[src/rtl/inport_fifo_ctrl_if.sv]
// ============================================================================
// Module   : inport_fifo_ctrl_if
// Brief    : Producer/datapath handshake bundle for the in-port FIFO controller.
// Revision : 1.0  initial release
// ============================================================================
`default_nettype none

interface inport_fifo_ctrl_if #(
  parameter int WIDTH    = 32,
  parameter int DEPTH    = 8,
  parameter int CHANNELS = 2
);
  localparam int CW = (CHANNELS > 1) ? $clog2(CHANNELS) : 1;
  localparam int NW = $clog2(DEPTH) + 1;

  logic [CHANNELS-1:0]       ext_valid;
  logic [CHANNELS*WIDTH-1:0] ext_data;
  logic [CHANNELS-1:0]       ext_ready;
  logic                      rd_pop;
  logic                      err_clr;
  logic [WIDTH-1:0]          inport_data;
  logic [CW-1:0]             inport_chan;
  logic                      inport_valid;
  logic [NW-1:0]             fifo_count;
  logic                      fifo_full;
  logic                      underflow;

  modport master (
    output ext_valid, ext_data, rd_pop, err_clr,
    input  ext_ready, inport_data, inport_chan, inport_valid,
           fifo_count, fifo_full, underflow
  );

  modport slave (
    input  ext_valid, ext_data, rd_pop, err_clr,
    output ext_ready, inport_data, inport_chan, inport_valid,
           fifo_count, fifo_full, underflow
  );
endinterface

`default_nettype wire

[src/rtl/inport_fifo_ctrl.sv]
// ============================================================================
// Module   : inport_fifo_ctrl
// Brief    : Round-robin arbiter of CHANNELS producers into one FWFT FIFO
//            feeding the datapath in-port, with channel tag and sticky underflow.
// Revision : 1.0  initial release
// ============================================================================
`default_nettype none

module inport_fifo_ctrl #(
  parameter int WIDTH    = 32,
  parameter int DEPTH    = 8,
  parameter int CHANNELS = 2
) (
  input  wire logic        clk,
  input  wire logic        rst,
  inport_fifo_ctrl_if.slave bus
);
  localparam int CW = (CHANNELS > 1) ? $clog2(CHANNELS) : 1;
  localparam int AW = $clog2(DEPTH);
  localparam int NW = AW + 1;

  logic [WIDTH-1:0]    r_mem_data [DEPTH];
  logic [CW-1:0]       r_mem_chan [DEPTH];
  logic [AW-1:0]       r_head;
  logic [AW-1:0]       r_tail;
  logic [NW-1:0]       r_count;
  logic [CW-1:0]       r_rr;
  logic                r_uf;

  logic                w_full;
  logic                w_empty;
  logic                w_push;
  logic                w_pop;
  logic [CHANNELS-1:0] w_ready;
  logic [CW-1:0]       w_gnt;
  logic [CW-1:0]       w_idx;
  logic [CW-1:0]       w_rr_next;
  logic [WIDTH-1:0]    w_push_data;

  assign w_full  = (r_count == NW'(DEPTH));
  assign w_empty = (r_count == '0);

  // Scan from farthest to nearest so the channel closest to r_rr wins last.
  always_comb begin
    int idx;
    w_ready = '0;
    w_gnt   = '0;
    w_idx   = '0;
    idx     = 0;
    if (!rst && !w_full) begin
      for (int k = CHANNELS - 1; k >= 0; k--) begin
        idx = int'(r_rr) + k;
        if (idx >= CHANNELS) idx = idx - CHANNELS;
        w_idx = CW'(idx);
        if (bus.ext_valid[w_idx]) begin
          w_ready        = '0;
          w_ready[w_idx] = 1'b1;
          w_gnt          = w_idx;
        end
      end
    end
  end

  assign w_push      = |(bus.ext_valid & w_ready);
  assign w_pop       = bus.rd_pop && !w_empty;
  assign w_push_data = bus.ext_data[w_gnt*WIDTH +: WIDTH];
  assign w_rr_next   = (w_gnt == CW'(CHANNELS - 1)) ? '0 : w_gnt + 1'b1;

  always_ff @(posedge clk or posedge rst) begin
    if (rst) begin
      r_head  <= '0;
      r_tail  <= '0;
      r_count <= '0;
      r_rr    <= '0;
      r_uf    <= 1'b0;
    end else begin
      if (w_push) begin
        r_tail <= r_tail + 1'b1;
        r_rr   <= w_rr_next;
      end
      if (w_pop) r_head <= r_head + 1'b1;
      if (w_push && !w_pop)      r_count <= r_count + NW'(1);
      else if (!w_push && w_pop) r_count <= r_count - NW'(1);
      // A fresh underflow outranks a same-cycle clear.
      if (bus.rd_pop && w_empty) r_uf <= 1'b1;
      else if (bus.err_clr)      r_uf <= 1'b0;
    end
  end

  // Storage needs no reset: entries are only visible through the counted window.
  always_ff @(posedge clk) begin
    if (w_push) begin
      r_mem_data[r_tail] <= w_push_data;
      r_mem_chan[r_tail] <= w_gnt;
    end
  end

  assign bus.ext_ready    = w_ready;
  assign bus.inport_valid = !w_empty;
  assign bus.inport_data  = w_empty ? '0 : r_mem_data[r_head];
  assign bus.inport_chan  = w_empty ? '0 : r_mem_chan[r_head];
  assign bus.fifo_count   = r_count;
  assign bus.fifo_full    = w_full;
  assign bus.underflow    = r_uf;
endmodule

`default_nettype wire

[src/flat_wrapper.sv]
// flat-port wrapper written by rule: the top's interface ports become plain ports
module inport_fifo_ctrl_flat 
#(
  parameter int WIDTH    = 32,
  parameter int DEPTH    = 8,
  parameter int CHANNELS = 2
)
  (clk, rst, bus_ext_valid, bus_ext_data, bus_rd_pop, bus_err_clr, bus_ext_ready, bus_inport_data, bus_inport_chan, bus_inport_valid, bus_fifo_count, bus_fifo_full, bus_underflow);
  inport_fifo_ctrl_if #(.WIDTH(WIDTH), .DEPTH(DEPTH), .CHANNELS(CHANNELS)) bus_i ();
  input  wire logic clk;
  input  wire logic rst;
  input wire logic [$bits(bus_i.ext_valid)-1:0] bus_ext_valid;
  input wire logic [$bits(bus_i.ext_data)-1:0] bus_ext_data;
  input wire logic [$bits(bus_i.rd_pop)-1:0] bus_rd_pop;
  input wire logic [$bits(bus_i.err_clr)-1:0] bus_err_clr;
  output wire logic [$bits(bus_i.ext_ready)-1:0] bus_ext_ready;
  output wire logic [$bits(bus_i.inport_data)-1:0] bus_inport_data;
  output wire logic [$bits(bus_i.inport_chan)-1:0] bus_inport_chan;
  output wire logic [$bits(bus_i.inport_valid)-1:0] bus_inport_valid;
  output wire logic [$bits(bus_i.fifo_count)-1:0] bus_fifo_count;
  output wire logic [$bits(bus_i.fifo_full)-1:0] bus_fifo_full;
  output wire logic [$bits(bus_i.underflow)-1:0] bus_underflow;
  assign bus_i.ext_valid = bus_ext_valid;
  assign bus_i.ext_data = bus_ext_data;
  assign bus_i.rd_pop = bus_rd_pop;
  assign bus_i.err_clr = bus_err_clr;
  assign bus_ext_ready = bus_i.ext_ready;
  assign bus_inport_data = bus_i.inport_data;
  assign bus_inport_chan = bus_i.inport_chan;
  assign bus_inport_valid = bus_i.inport_valid;
  assign bus_fifo_count = bus_i.fifo_count;
  assign bus_fifo_full = bus_i.fifo_full;
  assign bus_underflow = bus_i.underflow;
  inport_fifo_ctrl #(.WIDTH(WIDTH), .DEPTH(DEPTH), .CHANNELS(CHANNELS)) u_core (.clk(clk), .rst(rst), .bus(bus_i));
endmodule
[config.mk]
export PLATFORM = sky130hd
export DESIGN_NAME = inport_fifo_ctrl_flat
export DESIGN_NICKNAME = d
export VERILOG_FILES = /design/src/rtl/inport_fifo_ctrl_if.sv /design/src/rtl/inport_fifo_ctrl.sv /design/src/flat_wrapper.sv
export SDC_FILE = /design/constraint.sdc
export NUM_CORES = 1
export LEC_CHECK = 0
export ABC_AREA = 1
export CELL_PAD_IN_SITES_DETAIL_PLACEMENT = 1
export CELL_PAD_IN_SITES_GLOBAL_PLACEMENT = 1
export CORE_AREA = 8 8 196 161
export CTS_CLUSTER_SIZE = 10
export DETAILED_ROUTE_END_ITERATION = 8
export DIE_AREA = 0 0 204 169
export DONT_BUFFER_PORTS = 1
export PLACE_DENSITY = 0.88
export SLEW_MARGIN = 20
export SYNTH_ARGS = -nofsm -noshare
export SYNTH_HDL_FRONTEND = slang
export SYNTH_SLANG_ARGS = --single-unit
[constraint.sdc]
create_clock -name clk -period 2.6 [get_ports clk]
set_input_delay 0.65 -clock clk [delete_from_list [all_inputs] [get_ports clk]]
set_output_delay 0.65 -clock clk [all_outputs]
set_load 0.02 [all_outputs]
==> impl_metrics.json <==
{
  "cts.path.max_buffers": 3,
  "worstMarginPinSlew_ps": 514,
  "antenna-diode-count": 0,
  "crit_slowest_cell": "dfrtp_4",
  "max-cap-violations": 0,
  "nNetsFinal": 1462,
  "fin_hold_ws_ps": 120,
  "crit_arrival_ps": 2170,
  "initial_core_util_pct": 44.0,
  "crit_buf_inv": 5,
  "fmax_ghz": 0.355,
  "clock_skew_ps": 20.0,
  "cpLargestDelayFamily": "buffers and inverters",
  "final_cell_area_um2": 15200,
  "seq_area_frac_synth_pct": 65.4,
  "r2r_slack_ps": 310,
  "multi_input_area_um2": 3510,
  "wire_per_inst_um": 22.3,
  "first_pass_iters": 5,
  "cts_tree": "done",
  "first_global_vias": 10600,
  "num_rows": 56,
  "clockPowerShare_pct": 20.4,
  "p_switching_mw": 7.63,
  "num_vias": 9489,
  "synthToLayoutAreaGrowth_pct": 20.5,
  "critPathLaunchType": "register",
  "synth_cell_types": 24,
  "r2r-end": "u_core.bus.fifo_count[3]",
  "p_per_area_nw_per_um2": 1240,
  "cts_htree_levels": 1,
  "cts-root-buf": "clkbuf_16",
  "regArea_um2": 8240,
  "postRouteAntennaNets": 0,
  "hold_path.class": "primary input to async pin",
  "crit_top_cell": "nand2_2",
  "avgSynthCellArea_um2": 9.57,
  "r2r_start": "u_core.bus.fifo_count[0]",
  "antenna_found_initial": 0,
  "finalCriticalPeriod_ps": 2820,
  "syn_nets": 1391,
  "max-vdd-ir-drop_uv": 806,
  "min_period_over_period_pct": 108,
  "critPathLaunch": "u_core.r_head[0]",
  "p_int_mw": 11.2,
  "max_slew_margin_pct": 65.7,
  "stdcell_count": 1775,
  "place_area_um2": 13500,
  "wl_um": 39500,
  "fin_ws_ps": -217,
  "die_area_um2": 34500,
  "path_cells": "inv_8 > buf_12 > buf_12 > buf_16 > nand2_4 > nand2_2 > nand2_2 > nand2_2 > nor2_2 > nor2_1 > buf_4",
  "viasPerCell": 5.35,
  "cp_max_fo": 8,
  "dp_hpwl_um": 22300,
  "io_buffer_count": 0,
  "final_max_slew_viol_count": 0,
  "drc": 0,
  "drive_gt1_share_pct": 16.2,
  "place_congestion": 0.759,
  "syn-cell-area_um2": 12600,
  "critical_path_class": "register to output port",
  "synth-seq-cells": 276,
  "numCtsBuffers": 31,
  "end_kind": "output port",
  "finalHoldViolCount": 0,
  "grt_pass1_wl_um": 59200,
  "ys_warn_count": 0,
  "clkTransAtPathRegs_ps": 60,
  "coreArea_um2": 28600,
  "required_ps": 1950,
  "combPwrFrac_pct": 48.3,
  "syn_inst": 1315,
  "clock-sinks": 276,
  "fillers": 3104,
  "reg2regPathDepth": 12,
  "globalRoute.totalOverflow": 0,
  "swShare_pct": 40.5,
  "setup_viol": 33,
  "clk_latency_ps": 560,
  "die_height_um": 169,
  "grt_max_degree": 47,
  "placed_cells": 1704,
  "slowest_delay_ps": 520,
  "status": "finished with violations",
  "power.share.sequential_pct": 31.3,
  "drt_iter0_markers": 596,
  "hold_buffers": 0,
  "io_pins": 112,
  "p_leak_nw": 6.82,
  "grt_usage_pct": 22.3,
  "violations": "negative setup slack",
  "die_w_um": 204,
  "rsz0062_at_grt": "yes"
}
power groups by stage:
stage | Clock (mW) | Sequential, mW | Combinational [mW]
2_1_floorplan | 0 | 5.84 | 4.52
3_3_place_gp | 0 | 5.91 | 6.87
3_5_place_dp | 0 | 5.96 | 7.24
4_1_cts | 3.89 | 5.88 | 8.54
5_1_grt | 4.05 | 5.94 | 9.76
6_report | 3.85 | 5.89 | 9.09
final cells by class:
cell class	instances	area share (%)
flip-flops and latches	276	54.3
repair buffers	99	8.50
well taps	377	3.11
multi-input cells	763	23.1
clock inverters	1	0.0578
clock buffers	44	5.50
inverters	215	5.37
synthesized netlist by cell type:
master	number	share of area, %
a21oi_1	2	0.080
xor2_1	2	0.14
a21oi_2	1	0.070
dfrtp_1	12	2.4
buf_6	12	1.1
nand2_2	2	0.099
nand3_4	1	0.14
nand3_1	144	5.7
nor2_1	80	2.4
inv_1	212	6.3
a21boi_2	1	0.089
nand3_2	1	0.080
ha_1	5	0.50
clkbuf_1	8	0.24
buf_4	3	0.18
edfxtp_1	264	63
nand2_1	517	15
or2_2	1	0.050
o21ai_0	2	0.080
xnor2_1	3	0.21
fa_1	1	0.16
inv_2	3	0.089
buf_2	34	1.4
buf_1	4	0.12
state kept, by name, summed over array words and instances (netlist names):
name	cells
u_core.bus.fifo_count	4
u_core.bus.underflow	1
u_core.r_head	3
u_core.r_mem_chan	8
u_core.r_mem_data	256
u_core.r_rr	1
u_core.r_tail	3
what timing repair did:
item                                    in CTS  in global routing
buffers inserted                            11                  3
resized for setup                           69                 50
pin swaps                                   28                 25
endpoints found under the setup margin      33                 33
cloned                                       9                  3
routing by layer:
layer | vias to the layer above | share of wire [%] | GRT usage (%) | wire [µm]
met2 | 357 | 51 | 40.4 | 20300
met1 | 4782 | 39 | 26.2 | 15500
met5 | - | 0 | 0 | 0
met4 | 0 | 2.6 | 7.44 | 1010
met3 | 82 | 6.9 | 4.17 | 2740
li1 | 4268 | - | - | -
placed cells by master, fill, tap and decap left out, types with 2 or more instances in the layout:
cell	instances
edfxtp_1	264
buf_16	9
dfrtp_1	8
xnor2_1	3
nand2_1	487
buf_8	3
buf_12	15
xor2_1	2
nor2_1	50
ha_1	5
o21ai_0	2
nor2_2	15
nor2_4	15
nand2_2	29
clkbuf_16	34
nand3_2	20
nand3_1	125
bufbuf_16	2
dfrtp_2	3
nand2_4	3
buf_4	53
inv_1	211
a21oi_1	2
clkbuf_1	12
inv_2	3
buf_6	14
logic make-up after synthesis:
kind of cell    synth area share (%)
compound gates                 0.318
xor+xnor                       0.348
fa+ha+maj                      0.656
buf+inv                         9.38
flops                           65.4
simple gates                    23.9
worst register-to-register path: cells and delay by family (launching register included):
kind	cells	cell delay (ps)
and+or+nand+nor	9	1180
adders and majority gates	2	490
DFF	1	370
buffers and inverters	1	130
worst max-delay path by stage:
stage / end / slack [ps] / depth (start not counted)
after CTS: bus_inport_data[2] / -200 / 11
after floorplan: u_core.r_mem_chan[0] / -130 / 5
after global routing: bus_inport_data[4] / -290 / 11
after global placement: u_core.bus.fifo_count[3] / 320 / 12
after detailed placement: u_core.bus.fifo_count[3] / 250 / 12
final: bus_inport_data[7] / -220 / 11
metrics by stage:
stage                     TNS, ps  setup WS [ps]  power, mW  util, %
after global placement          0            322       12.8     47.1
after global routing        -7880           -287       19.8     53.0
after CTS                   -4720           -202       18.3     52.1
after detailed placement        0            248       13.2     47.1
final                       -4600           -217       18.8     53.0
after floorplan            -33510           -127       10.4        -
(Power assumes the default switching activity.)
